File: src/rtl/arith_kind_decoder.sv
// Purpose : decodes a bundle of LANES RISC-V arithmetic instructions (OP-IMM, OP and,
//           with RV64=1, OP-IMM-32/OP-32) into operation kinds, flags and shift amounts.
// Latency : a bundle accepted at edge N is on the outputs right after edge N.
// Backpr. : 2-entry skid buffer; in_ready is registered (next occupancy < 2), so a
//           full buffer blocks the push even when out_ready is high that cycle.
// Ports   : clk/rst (async, active-high), flush (sync buffer clear),
//           in_valid/in_ready/in_lane_valid/in_instr (producer side),
//           out_valid/out_ready/out_lane_valid/out_kind/out_is_imm/out_is_word/
//           out_illegal/out_shamt (head bundle), illegal_count (saturating 16-bit).
module arith_kind_decoder #(
  parameter int LANES = 2,
  parameter bit RV64  = 1'b0
) (
  input  logic                 clk,
  input  logic                 rst,
  input  logic                 flush,
  input  logic                 in_valid,
  output logic                 in_ready,
  input  logic [LANES-1:0]     in_lane_valid,
  input  logic [32*LANES-1:0]  in_instr,
  output logic                 out_valid,
  input  logic                 out_ready,
  output logic [LANES-1:0]     out_lane_valid,
  output logic [5*LANES-1:0]   out_kind,
  output logic [LANES-1:0]     out_is_imm,
  output logic [LANES-1:0]     out_is_word,
  output logic [LANES-1:0]     out_illegal,
  output logic [6*LANES-1:0]   out_shamt,
  output logic [15:0]          illegal_count
);

  typedef enum logic [4:0] {
    KIND_INVALID = 5'd0,
    KIND_ADD     = 5'd1,
    KIND_SUB     = 5'd2,
    KIND_SLL     = 5'd3,
    KIND_SLT     = 5'd4,
    KIND_SLTU    = 5'd5,
    KIND_XOR     = 5'd6,
    KIND_SRL     = 5'd7,
    KIND_SRA     = 5'd8,
    KIND_OR      = 5'd9,
    KIND_AND     = 5'd10
  } arith_kind_t;

  typedef struct packed {
    arith_kind_t kind;
    logic        is_imm;
    logic        is_word;
    logic        illegal;
    logic [5:0]  shamt;
  } lane_dec_t;

  typedef struct packed {
    logic [LANES-1:0]   lane_valid;
    logic [5*LANES-1:0] kind;
    logic [LANES-1:0]   is_imm;
    logic [LANES-1:0]   is_word;
    logic [LANES-1:0]   illegal;
    logic [6*LANES-1:0] shamt;
  } bundle_t;

  // Register-register rules shared by OP and OP-32. Returns {bad, kind}.
  function automatic logic [5:0] op_rules(input logic [2:0] f3, input logic [6:0] f7,
                                          input logic word);
    logic        bad;
    arith_kind_t k;
    bad = 1'b0;
    k   = KIND_INVALID;
    if (f7 == 7'b0000000) begin
      case (f3)
        3'b000:  k = KIND_ADD;
        3'b001:  k = KIND_SLL;
        3'b010:  k = KIND_SLT;
        3'b011:  k = KIND_SLTU;
        3'b100:  k = KIND_XOR;
        3'b101:  k = KIND_SRL;
        3'b110:  k = KIND_OR;
        default: k = KIND_AND;
      endcase
    end else if (f7 == 7'b0100000) begin
      case (f3)
        3'b000:  k = KIND_SUB;
        3'b101:  k = KIND_SRA;
        default: bad = 1'b1;
      endcase
    end else begin
      bad = 1'b1;
    end
    // W-forms only exist for add/sub and the shifts.
    if (word && !(f3 == 3'b000 || f3 == 3'b001 || f3 == 3'b101)) bad = 1'b1;
    return {bad, k};
  endfunction

  function automatic lane_dec_t decode_lane(input logic [31:0] ins);
    lane_dec_t  d;
    logic [2:0] f3;
    logic [6:0] f7;
    logic       sh_zero;
    logic       sh_alt;
    logic       bad;
    logic [5:0] r;
    f3  = ins[14:12];
    f7  = ins[31:25];
    // RV64 immediate shifts use bit 25 as shamt[5], so only funct6 is checked there.
    sh_zero = RV64 ? (ins[31:26] == 6'b000000) : (f7 == 7'b0000000);
    sh_alt  = RV64 ? (ins[31:26] == 6'b010000) : (f7 == 7'b0100000);
    d   = '0;
    bad = 1'b0;
    r   = '0;
    case (ins[6:0])
      7'b0010011: begin
        d.is_imm = 1'b1;
        case (f3)
          3'b000: d.kind = KIND_ADD;
          3'b010: d.kind = KIND_SLT;
          3'b011: d.kind = KIND_SLTU;
          3'b100: d.kind = KIND_XOR;
          3'b110: d.kind = KIND_OR;
          3'b111: d.kind = KIND_AND;
          3'b001: begin
            d.kind  = KIND_SLL;
            d.shamt = {RV64 & ins[25], ins[24:20]};
            bad     = !sh_zero;
          end
          default: begin
            d.shamt = {RV64 & ins[25], ins[24:20]};
            if (sh_zero)     d.kind = KIND_SRL;
            else if (sh_alt) d.kind = KIND_SRA;
            else             bad = 1'b1;
          end
        endcase
      end
      7'b0110011: begin
        r      = op_rules(f3, f7, 1'b0);
        bad    = r[5];
        d.kind = arith_kind_t'(r[4:0]);
      end
      7'b0011011: begin
        if (RV64) begin
          d.is_imm  = 1'b1;
          d.is_word = 1'b1;
          // Full funct7 compare also enforces shamt[5] == 0 for the W shifts.
          case (f3)
            3'b000: d.kind = KIND_ADD;
            3'b001: begin
              d.shamt = {1'b0, ins[24:20]};
              if (f7 == 7'b0000000) d.kind = KIND_SLL;
              else                  bad = 1'b1;
            end
            3'b101: begin
              d.shamt = {1'b0, ins[24:20]};
              if (f7 == 7'b0000000)      d.kind = KIND_SRL;
              else if (f7 == 7'b0100000) d.kind = KIND_SRA;
              else                       bad = 1'b1;
            end
            default: bad = 1'b1;
          endcase
        end
      end
      7'b0111011: begin
        if (RV64) begin
          d.is_word = 1'b1;
          r         = op_rules(f3, f7, 1'b1);
          bad       = r[5];
          d.kind    = arith_kind_t'(r[4:0]);
        end
      end
      default: d = '0;
    endcase
    if (bad) begin
      d         = '0;
      d.illegal = 1'b1;
    end
    return d;
  endfunction

  // ---------------------------------------------------------------- decode
  logic [5*LANES-1:0] dec_kind;
  logic [LANES-1:0]   dec_is_imm;
  logic [LANES-1:0]   dec_is_word;
  logic [LANES-1:0]   dec_illegal;
  logic [6*LANES-1:0] dec_shamt;
  bundle_t            dec_bundle;

  for (genvar g = 0; g < LANES; g++) begin : g_lane
    lane_dec_t d;
    assign d = in_lane_valid[g] ? decode_lane(in_instr[32*g +: 32]) : '0;
    assign dec_kind[5*g +: 5]  = d.kind;
    assign dec_is_imm[g]       = d.is_imm;
    assign dec_is_word[g]      = d.is_word;
    assign dec_illegal[g]      = d.illegal;
    assign dec_shamt[6*g +: 6] = d.shamt;
  end

  assign dec_bundle = '{lane_valid: in_lane_valid, kind: dec_kind, is_imm: dec_is_imm,
                        is_word: dec_is_word, illegal: dec_illegal, shamt: dec_shamt};

  // ---------------------------------------------------------------- buffer
  bundle_t    mem_q [2];
  logic       rd_ptr_q, rd_ptr_d;
  logic       wr_ptr_q, wr_ptr_d;
  logic [1:0] occ_q, occ_d;
  logic       in_ready_q;
  logic [15:0] cnt_q, cnt_d;
  logic       push, pop;
  logic [2:0] ill_pop;
  logic [16:0] cnt_sum;

  // Flush wins over both handshakes in the same cycle.
  assign push = in_valid && in_ready_q && !flush;
  assign pop  = (occ_q != 2'd0) && out_ready && !flush;

  always_comb begin
    occ_d    = occ_q;
    rd_ptr_d = rd_ptr_q;
    wr_ptr_d = wr_ptr_q;
    if (flush) begin
      occ_d    = 2'd0;
      rd_ptr_d = 1'b0;
      wr_ptr_d = 1'b0;
    end else begin
      occ_d = occ_q + {1'b0, push} - {1'b0, pop};
      if (push) wr_ptr_d = ~wr_ptr_q;
      if (pop)  rd_ptr_d = ~rd_ptr_q;
    end
  end

  always_comb begin
    ill_pop = '0;
    for (int i = 0; i < LANES; i++) ill_pop = ill_pop + {2'b00, dec_illegal[i]};
    cnt_sum = {1'b0, cnt_q} + {14'd0, ill_pop};
    cnt_d   = cnt_q;
    if (push) cnt_d = cnt_sum[16] ? 16'hFFFF : cnt_sum[15:0];
  end

  always_ff @(posedge clk or posedge rst) begin
    if (rst) begin
      mem_q[0]   <= '0;
      mem_q[1]   <= '0;
      rd_ptr_q   <= 1'b0;
      wr_ptr_q   <= 1'b0;
      occ_q      <= 2'd0;
      in_ready_q <= 1'b0;
      cnt_q      <= '0;
    end else begin
      if (push) mem_q[wr_ptr_q] <= dec_bundle;
      rd_ptr_q   <= rd_ptr_d;
      wr_ptr_q   <= wr_ptr_d;
      occ_q      <= occ_d;
      in_ready_q <= (occ_d < 2'd2);
      cnt_q      <= cnt_d;
    end
  end

  // ---------------------------------------------------------------- outputs
  bundle_t head;
  assign head      = mem_q[rd_ptr_q];
  assign out_valid = (occ_q != 2'd0);
  assign in_ready  = in_ready_q;

  // Fields read as zero whenever the buffer is empty (reset, flush, drained).
  assign out_lane_valid = out_valid ? head.lane_valid : '0;
  assign out_kind       = out_valid ? head.kind       : '0;
  assign out_is_imm     = out_valid ? head.is_imm     : '0;
  assign out_is_word    = out_valid ? head.is_word    : '0;
  assign out_illegal    = out_valid ? head.illegal    : '0;
  assign out_shamt      = out_valid ? head.shamt      : '0;
  assign illegal_count  = cnt_q;

endmodule
File: config.mk
export PLATFORM = sky130hd
export DESIGN_NAME = arith_kind_decoder
export DESIGN_NICKNAME = d
export VERILOG_FILES = /design/src/rtl/arith_kind_decoder.sv
export SDC_FILE = /design/constraint.sdc
export NUM_CORES = 1
export LEC_CHECK = 0
export ABC_CLOCK_PERIOD_IN_PS = 5800
export BUFFER_PORTS_ARGS = -buffer_cell sky130_fd_sc_hd__buf_2
export CAP_MARGIN = 15
export CORE_AREA = 2 2 128 130
export CTS_CLUSTER_DIAMETER = 30
export DETAILED_ROUTE_END_ITERATION = 10
export DIE_AREA = 0 0 130 132
export GPL_TIMING_DRIVEN = 0
export SETUP_SLACK_MARGIN = 0.15
export SLEW_MARGIN = 10
export SYNTH_ARGS = -nofsm -noshare
export SYNTH_HDL_FRONTEND = slang
export SYNTH_SLANG_ARGS = --single-unit
File: constraint.sdc
create_clock -name clk -period 5.8 [get_ports clk]
set_clock_uncertainty 0.1 [all_clocks]
set_input_delay 1.74 -clock clk [delete_from_list [all_inputs] [get_ports clk]]
set_output_delay 1.74 -clock clk [all_outputs]
set_load 0.005 [all_outputs]
==> results of run 1 <==
[worst paths after layout]
kind | to | cells past startpoint
max | illegal_count[10] | 13
min | mem_q[42] | 2
max in group asynchronous | occ_q[1] | 3
max reg2reg | illegal_count[10] | 9
min reg2reg | mem_q[42] | 2
min in group asynchronous | illegal_count[9] | 2
[stage by stage]
step	hold WS, ns	std cells
CTS	0.378	733
finish	0.374	734
detailed placement	0.365	718
global route	0.388	734
global placement	0.359	717
floorplan	0.343	415
[cells in the final DEF, fill, tap and decap left out, types with 7 or more instances in the layout]
cell       instances
o31ai_2            8
nand2_1           73
o21ai_1            9
a21oi_1           10
nand4_1            7
o21ai_0           15
nand3_1           16
mux2i_1           25
nor2_1            37
buf_2             88
xor2_1             9
o31ai_1            7
dfrtp_1           69
clkbuf_1          17
clkbuf_16          9
inv_1             12
[critical path, stage by stage]
cell and delay, ns:
clkbuf_1 0.27, xor2_1 0.21, o21ai_0 0.13, a311oi_2 0.69, nand2_1 0.18, fa_1 0.39
inv_1 0.08, ha_1 0.19, nand4_1 0.14, nor4b_1 0.49, nand3_1 0.16, xor2_1 0.15
nand2_1 0.06
[cell families after synthesis]
kind of cell,count (synthesis)
buffers and inverters,41
and+or+nand+nor,174
adders and majority gates,4
DFF,69
other,1
muxes,31
AOI/OAI and AO/OA,79
xor gates and xnor gates,11
[routing by layer]
layer,share of wire,vias to the layer above,GRT usage
li1,-,1640,-
met5,0,-,0
met1,0.46,1649,0.161
met3,0.047,16,0.0341
met4,0.019,0,0.0412
met2,0.47,96,0.206
[area by class of cell]
cell class / count / area (µm²) / share of cell area
Antenna cell: 1 / 2.50 / 0.000511
Buffer: 27 / 150 / 0.0306
Clock buffer: 9 / 225 / 0.0460
Clock inverter: 6 / 63.8 / 0.0130
Inverter: 14 / 55.1 / 0.0112
Multi-Input combinational cell: 305 / 1950 / 0.398
Sequential cell: 69 / 1730 / 0.352
Tap cell: 216 / 270 / 0.0552
Timing Repair Buffer: 87 / 458 / 0.0935
[power breakdown]
group | internal [mW] | total (mW) | switching, mW
sequential | 0.508 | 0.527 | 0.0187
clock | 0.330 | 0.536 | 0.206
combinational | 0.0846 | 0.227 | 0.142
total | 0.922 | 1.29 | 0.367
[state kept, by name, indices dropped and copies added, names as in the netlist]
name and flops:
illegal_count 16, wr_ptr_q 1, rd_ptr_q 1, mem_q 48
in_ready 1, occ_q 2
==> summary.md, run 1 <==
| Metric | Value |
|---|---|
| TritonCTS Buffers | `9` |
| Root buf cell | `clkbuf_16` |
| CP arrival | `a little under 5 ns` |
| Synth top cells by count | `nand2_1 (73), dfrtp_1 (69), nor2_1 (37), mux2i_1 (25), clkbuf_1 (17)` |
| Simple-Gate Fraction of Synth Area | `0.218` |
| Post_cts resized | `0` |
| Area Overhead vs Synth | `27.0%` |
| Minimum clock period after layout | `approximately 4.8 ns` |
| Pre-Repair DR Iteration Count | `4` |
| Most used DFF post-synth | `dfrtp_1` |
| Largest family of logic cells by synthesized area | `simple AND/OR/NAND/NOR gates` |
| Total leakage power | `approximately 2.2 nW` |
| Worst Setup SP | `in_instr[46]` |
| DP HPWL | `8.07 mm` |
| CP startpoint kind | `primary input` |
| Worst vdd ir | `between 0.1 and 0.15 mV` |
| R2r setup slk | `3.47 ns` |
| GRT overflow | `0` |
| XOR/XNOR Fraction of Synth Area | `0.0250` |
| Worst skew pair latency | `about 0.33 ns` |
| CTS max path bufs | `2` |
| Setup TNS | `0 ns` |
| Final Cell Area | `between 4000 and 5000 µm²` |
| Area after DPL | `4610 µm²` |
| Period utilization | `0.823` |
| Share of cells above drive strength 1 | `0.271` |
| DRT iter0 DRCs | `about 130` |
| Post-CTS setup buffer count | `0` |
| CP required | `5.91 ns` |
| Synth top area share | `0.447` |
| Multiplexer share of the synthesized area | `0.0824` |
| Hold Path Class | `reg -> reg` |
| Crit path capture type | `flip-flop` |
| CTS tree | `done` |
| Top post-synthesis cells by area | `dfrtp_1 (45%), nand2_1 (7.1%), mux2i_1 (6.5%)` |
| Rel. slew slack | `0.486` |
| # clock sinks | `between 60 and 70` |
| Hold path start | `mem_q[42]` |
| Num rows | `46` |
| Netlist cell types | `between 50 and 60` |
| Yosys warning count | `0` |
| RSZ-0062 raised after global routing | `no` |
| Synth Area in Compound Gates | `0.159` |
| Slew Viols, Final | `0` |
| Setup CP Type | `in -> reg` |
| Adder-cell share of the synthesized area | `0.0149` |
| Mapped Area | `~3900 µm²` |
| Max FO, Critical Path | `9` |
| RR Startpoint | `illegal_count[0]` |
| Pwr Total | `approximately 1.3 mW` |
| Vias | `~3400` |
| Clk slew on worst S/H paths | `approximately 0.060 ns` |
| Total GRT Usage | `0.126` |
| Worst Setup Slack, final | `1.02 ns` |
| Number of remaining DRC errors | `0` |
| Vias in the first global route | `~3500` |
| ANT nets after route | `0` |
| Die X-Extent | `130 µm` |
| Total Wirelength | `roughly 11 mm` |
| Leading area contributor after synthesis | `dfrtp_1` |
| Slew of the pin with the lowest slew margin | `a little under 0.8 ns` |
| Post-synth EDFFs | `0` |
| Initial Utilization | `0.246` |
| Highest Clock Rate | `~210 MHz` |
| Post-layout util | `0.312` |
| Routed len/inst | `14.4 µm` |
| Layout Nets | `588` |
| Max cap viols | `0` |
| Filler Cells Inserted | `1658` |
| Final setup vio count | `0` |
| Async S/R FF share, synth | `1.00` |
| Syn Area/Cell | `9.41 µm²` |
| Htree depth | `3` |
| Part of the Yosys area used for sequential elements | `0.447` |
| Most numerous cell in the Yosys netlist | `nand2_1` |
| Hold Buf Count CTS | `0` |
| Die ar. | `17200 µm²` |
| Initial antenna violation count | `1` |
| Post-Synthesis Cells | `410` |
| Pin count of the biggest net entering global routing | `58` |
| Number of synthesized register bits | `between 60 and 70` |
| Die Ht | `132 µm` |
| Pre-CTS setup slack | `0.681 ns` |
| GP Congestion | `about 0.79` |
| PortBufs | `86` |
| Core area | `about 16000 µm²` |
| P per Cell Area | `263 nW/µm²` |
| # IOs | `roughly 120` |
| Status | `finished clean` |
| Final Hold Viols | `0` |
| First-pass GRT wire length | `around 17 mm` |
| Vias per cell | `approximately 4.6` |
Note: power is estimated with default switching activity, not from simulation.
==> run 2, diff against run 1 <==
ABC_AREA = 1   (was not set)
ABC_CLOCK_PERIOD_IN_PS = 4400   (was 5800)
CORE_AREA = 2 2 133 135   (was 2 2 128 130)
DIE_AREA = 0 0 135 137   (was 0 0 130 132)
clock period = 4.4 ns   (was 5.8 ns; I/O delays follow)
==> run 2 against run 1 <==
Net effect: via count rose by 18%; total power up 27%; non-clock buffer count up 4; clock power is 23% higher; sequential power grew 32%; utilization down 0.35 points; synthesized cell count increased by 42%.
==> summary.md, run 2 <==
| Metric | Value |
|---|---|
| Post-CTS setup buffer count | `0` |
| Minimum clock period after layout | `3.67 ns` |
| Switching part of the total | `0.305` |
| Reg2reg path depth | `10` |
| Final setup vio count | `0` |
| Hold Buf Count CTS | `0` |
| P per Cell Area | `between 300 and 400 nW/µm²` |
| Number of synthesized register bits | `between 60 and 70` |
| CP arrival | `3.84 ns` |
| GRT overflow | `0` |
| Final Hold Viols | `0` |
| Die ar. | `between 15000 and 20000 µm²` |
| Initial antenna violation count | `0` |
| # IOs | `~120` |
| Slew of the pin with the lowest slew margin | `between 0.5 and 0.6 ns` |
| Num rows | `48` |
| GP Congestion | `0.844` |
| Max FO, Critical Path | `4` |
| Slew Viols, Final | `0` |
| Synth top area share | `0.410` |
| Clk slew on worst S/H paths | `0.06 ns` |
| Power Internal | `1.14 mW` |
| Post-synth EDFFs | `0` |
| Seq. cell area | `between 1500 and 2000 µm²` |
| Max cap viols | `0` |
| P_sw | `between 0.4 and 0.5 mW` |
| Highest Clock Rate | `approximately 270 MHz` |
| Area after DPL | `4990 µm²` |
| Mapped Area | `4210 µm²` |
| RSZ-0062 raised after global routing | `no` |
| Setup TNS | `0 ns` |
| Post_cts resized | `0` |
| First-pass GRT wire length | `approximately 19 mm` |
| Syn Area/Cell | `around 7.2 µm²` |
| Total leakage power | `2.64 nW` |
| Area Overhead vs Synth | `25.0%` |
| Share of cells above drive strength 1 | `0.262` |
| Pre-Repair DR Iteration Count | `4` |
| CP required | `around 4.6 ns` |
| Die Ht | `137 µm` |
| DRT iter0 DRCs | `roughly 240` |
| Status | `finished clean` |
| Reg power frac | `0.425` |
| Core area | `about 17000 µm²` |
| CP startpoint kind | `primary input` |
| Ant diodes | `0` |
| Pin count of the biggest net entering global routing | `55` |
| Die X-Extent | `135 µm` |
| Crit path capture type | `flip-flop` |
| Total Wirelength | `around 12 mm` |
| Initial Utilization | `0.247` |
| Pwr Total | `between 1.5 and 2 mW` |
| Most used DFF post-synth | `dfrtp_1` |
| Part of the power in combinational logic | `0.171` |
| Area of the multi-input gates | `between 2000 and 2500 µm²` |
| Final Cell Area | `roughly 5300 µm²` |
| Root buf cell | `clkbuf_16` |
| Post-Synthesis Cells | `583` |
| ANT nets after route | `0` |
| Vias | `4021` |
| Setup CP Type | `in -> reg` |
| Placed cells | `905` |
| TritonCTS Buffers | `9` |
| Most numerous cell in the Yosys netlist | `nand2_1` |
| Htree depth | `3` |
| Routed len/inst | `approximately 13 µm` |
| Yosys warning count | `0` |
| Hold Path Class | `reg -> reg` |
| # clock sinks | `69` |
| Vias in the first global route | `around 3800` |
| Number of remaining DRC errors | `0` |
| Max FFs per register | `48` |
| CTS max path bufs | `2` |
| Async S/R FF share, synth | `1.00` |
| Worst skew pair latency | `0.33 ns` |
| Layout Nets | `around 770` |
| CTS tree | `done` |
| Commonest non-fill, non-tap cell in the layout | `nand2_1` |
| Period utilization | `0.833` |
| Netlist cell types | `38` |
| Clock power frac | `0.404` |
| Synth top cells by count | `nand2_1 (183), dfrtp_1 (69), inv_1 (54), nor2_1 (46), nand3_1 (44)` |
| Biggest register | `mem_q` |
| Filler Cells Inserted | `1898` |
| Commonest cells after routing, fill and taps aside | `nand2_1 (183), buf_2 (102), dfrtp_1 (69)` |
| Rel. slew slack | `0.621` |
| Part of the Yosys area used for sequential elements | `0.410` |
| Worst vdd ir | `roughly 0.16 mV` |
| PortBufs | `91` |
| DP HPWL | `8.80 mm` |
| Hold path depth | `2` |
| Fin cells | `~900` |
| Leading area contributor after synthesis | `dfrtp_1` |
| Total GRT Usage | `0.130` |
| Vias per cell | `~4.4` |
| Top post-synthesis cells by area | `dfrtp_1 (41%), nand2_1 (16%), nand3_1 (5.2%)` |
| Hold WS | `between 0.3 and 0.4 ns` |
## run 2: cell types whose count changed after synthesis, moves of 13 or more
cell,before,now
a21oi_1,10,30
inv_1,13,54
mux2i_1,25,0
nand2_1,73,183
nand3_1,16,44
nand4_1,7,20
## run 2: final timing paths
check / slack, ns / to / from
worst max-delay path: 0.73 / illegal_count[13] / in_instr[3]
worst min-delay path: 0.38 / mem_q[49] / mem_q[49]
worst max register to register: 2.26 / illegal_count[13] / illegal_count[0]
min in group asynchronous: 0.82 / illegal_count[5] / rst
max in group asynchronous: 2.84 / mem_q[4] / rst
worst min register to register: 0.38 / mem_q[49] / mem_q[49]
## run 2: layout make-up
type	instances	share of cell area
clock buffers	9	0.0428
multi-input cells	429	0.400
flip-flops and latches	69	0.328
inverters	64	0.0462
plain buffers	26	0.0297
repair buffers	92	0.0918
clock inverters	6	0.00761
well taps	225	0.0535
## run 2: critical path: stages
cell and delay [ns]:
buf_2 0.11, nor2_2 0.10, nand3_2 0.10, nor2_1 0.26, nand2_1 0.11, nand2_2 0.08
nand3_1 0.19, fa_1 0.46, inv_1 0.09, ha_1 0.19, nand4_1 0.14, nor2_2 0.20
inv_2 0.09, nor3_4 0.14, nand2_1 0.13, nand3_1 0.11
## run 2: kinds of logic (layout without fill, tap and decap cells)
logic type      count (synthesis)  in the layout  synth area share
buf+inv                        90            197            0.0943
simple gates                  347            347             0.388
flops                          69             69             0.410
xor+xnor                        1              1           0.00208
compound gates                 71             71            0.0910
other cells                     1              6          0.000891
fa+ha+maj                       4              4            0.0137
## run 2: per-layer routing
layer,share of wire,global-route usage
met4,0.012,0.0388
met5,0,0
met1,0.47,0.173
met3,0.044,0.0263
met2,0.48,0.213
## run 2: power groups by stage
stage                     clock network, mW  registers (mW)  logic [mW]
after CTS                             0.671           0.695       0.285
after global placement                    0           0.706       0.278
after global routing                  0.702           0.699       0.318
after floorplan                           0           0.703       0.165
final                                 0.661           0.695       0.280
after detailed placement                  0           0.706       0.284
## run 2: through the flow
step | util | setup WS, ns
4_1_cts | 0.308 | 0.717
3_3_place_gp | 0.291 | 0.265
2_1_floorplan | - | 0.906
3_5_place_dp | 0.293 | 0.373
5_1_grt | 0.308 | 0.401
6_report | 0.308 | 0.733
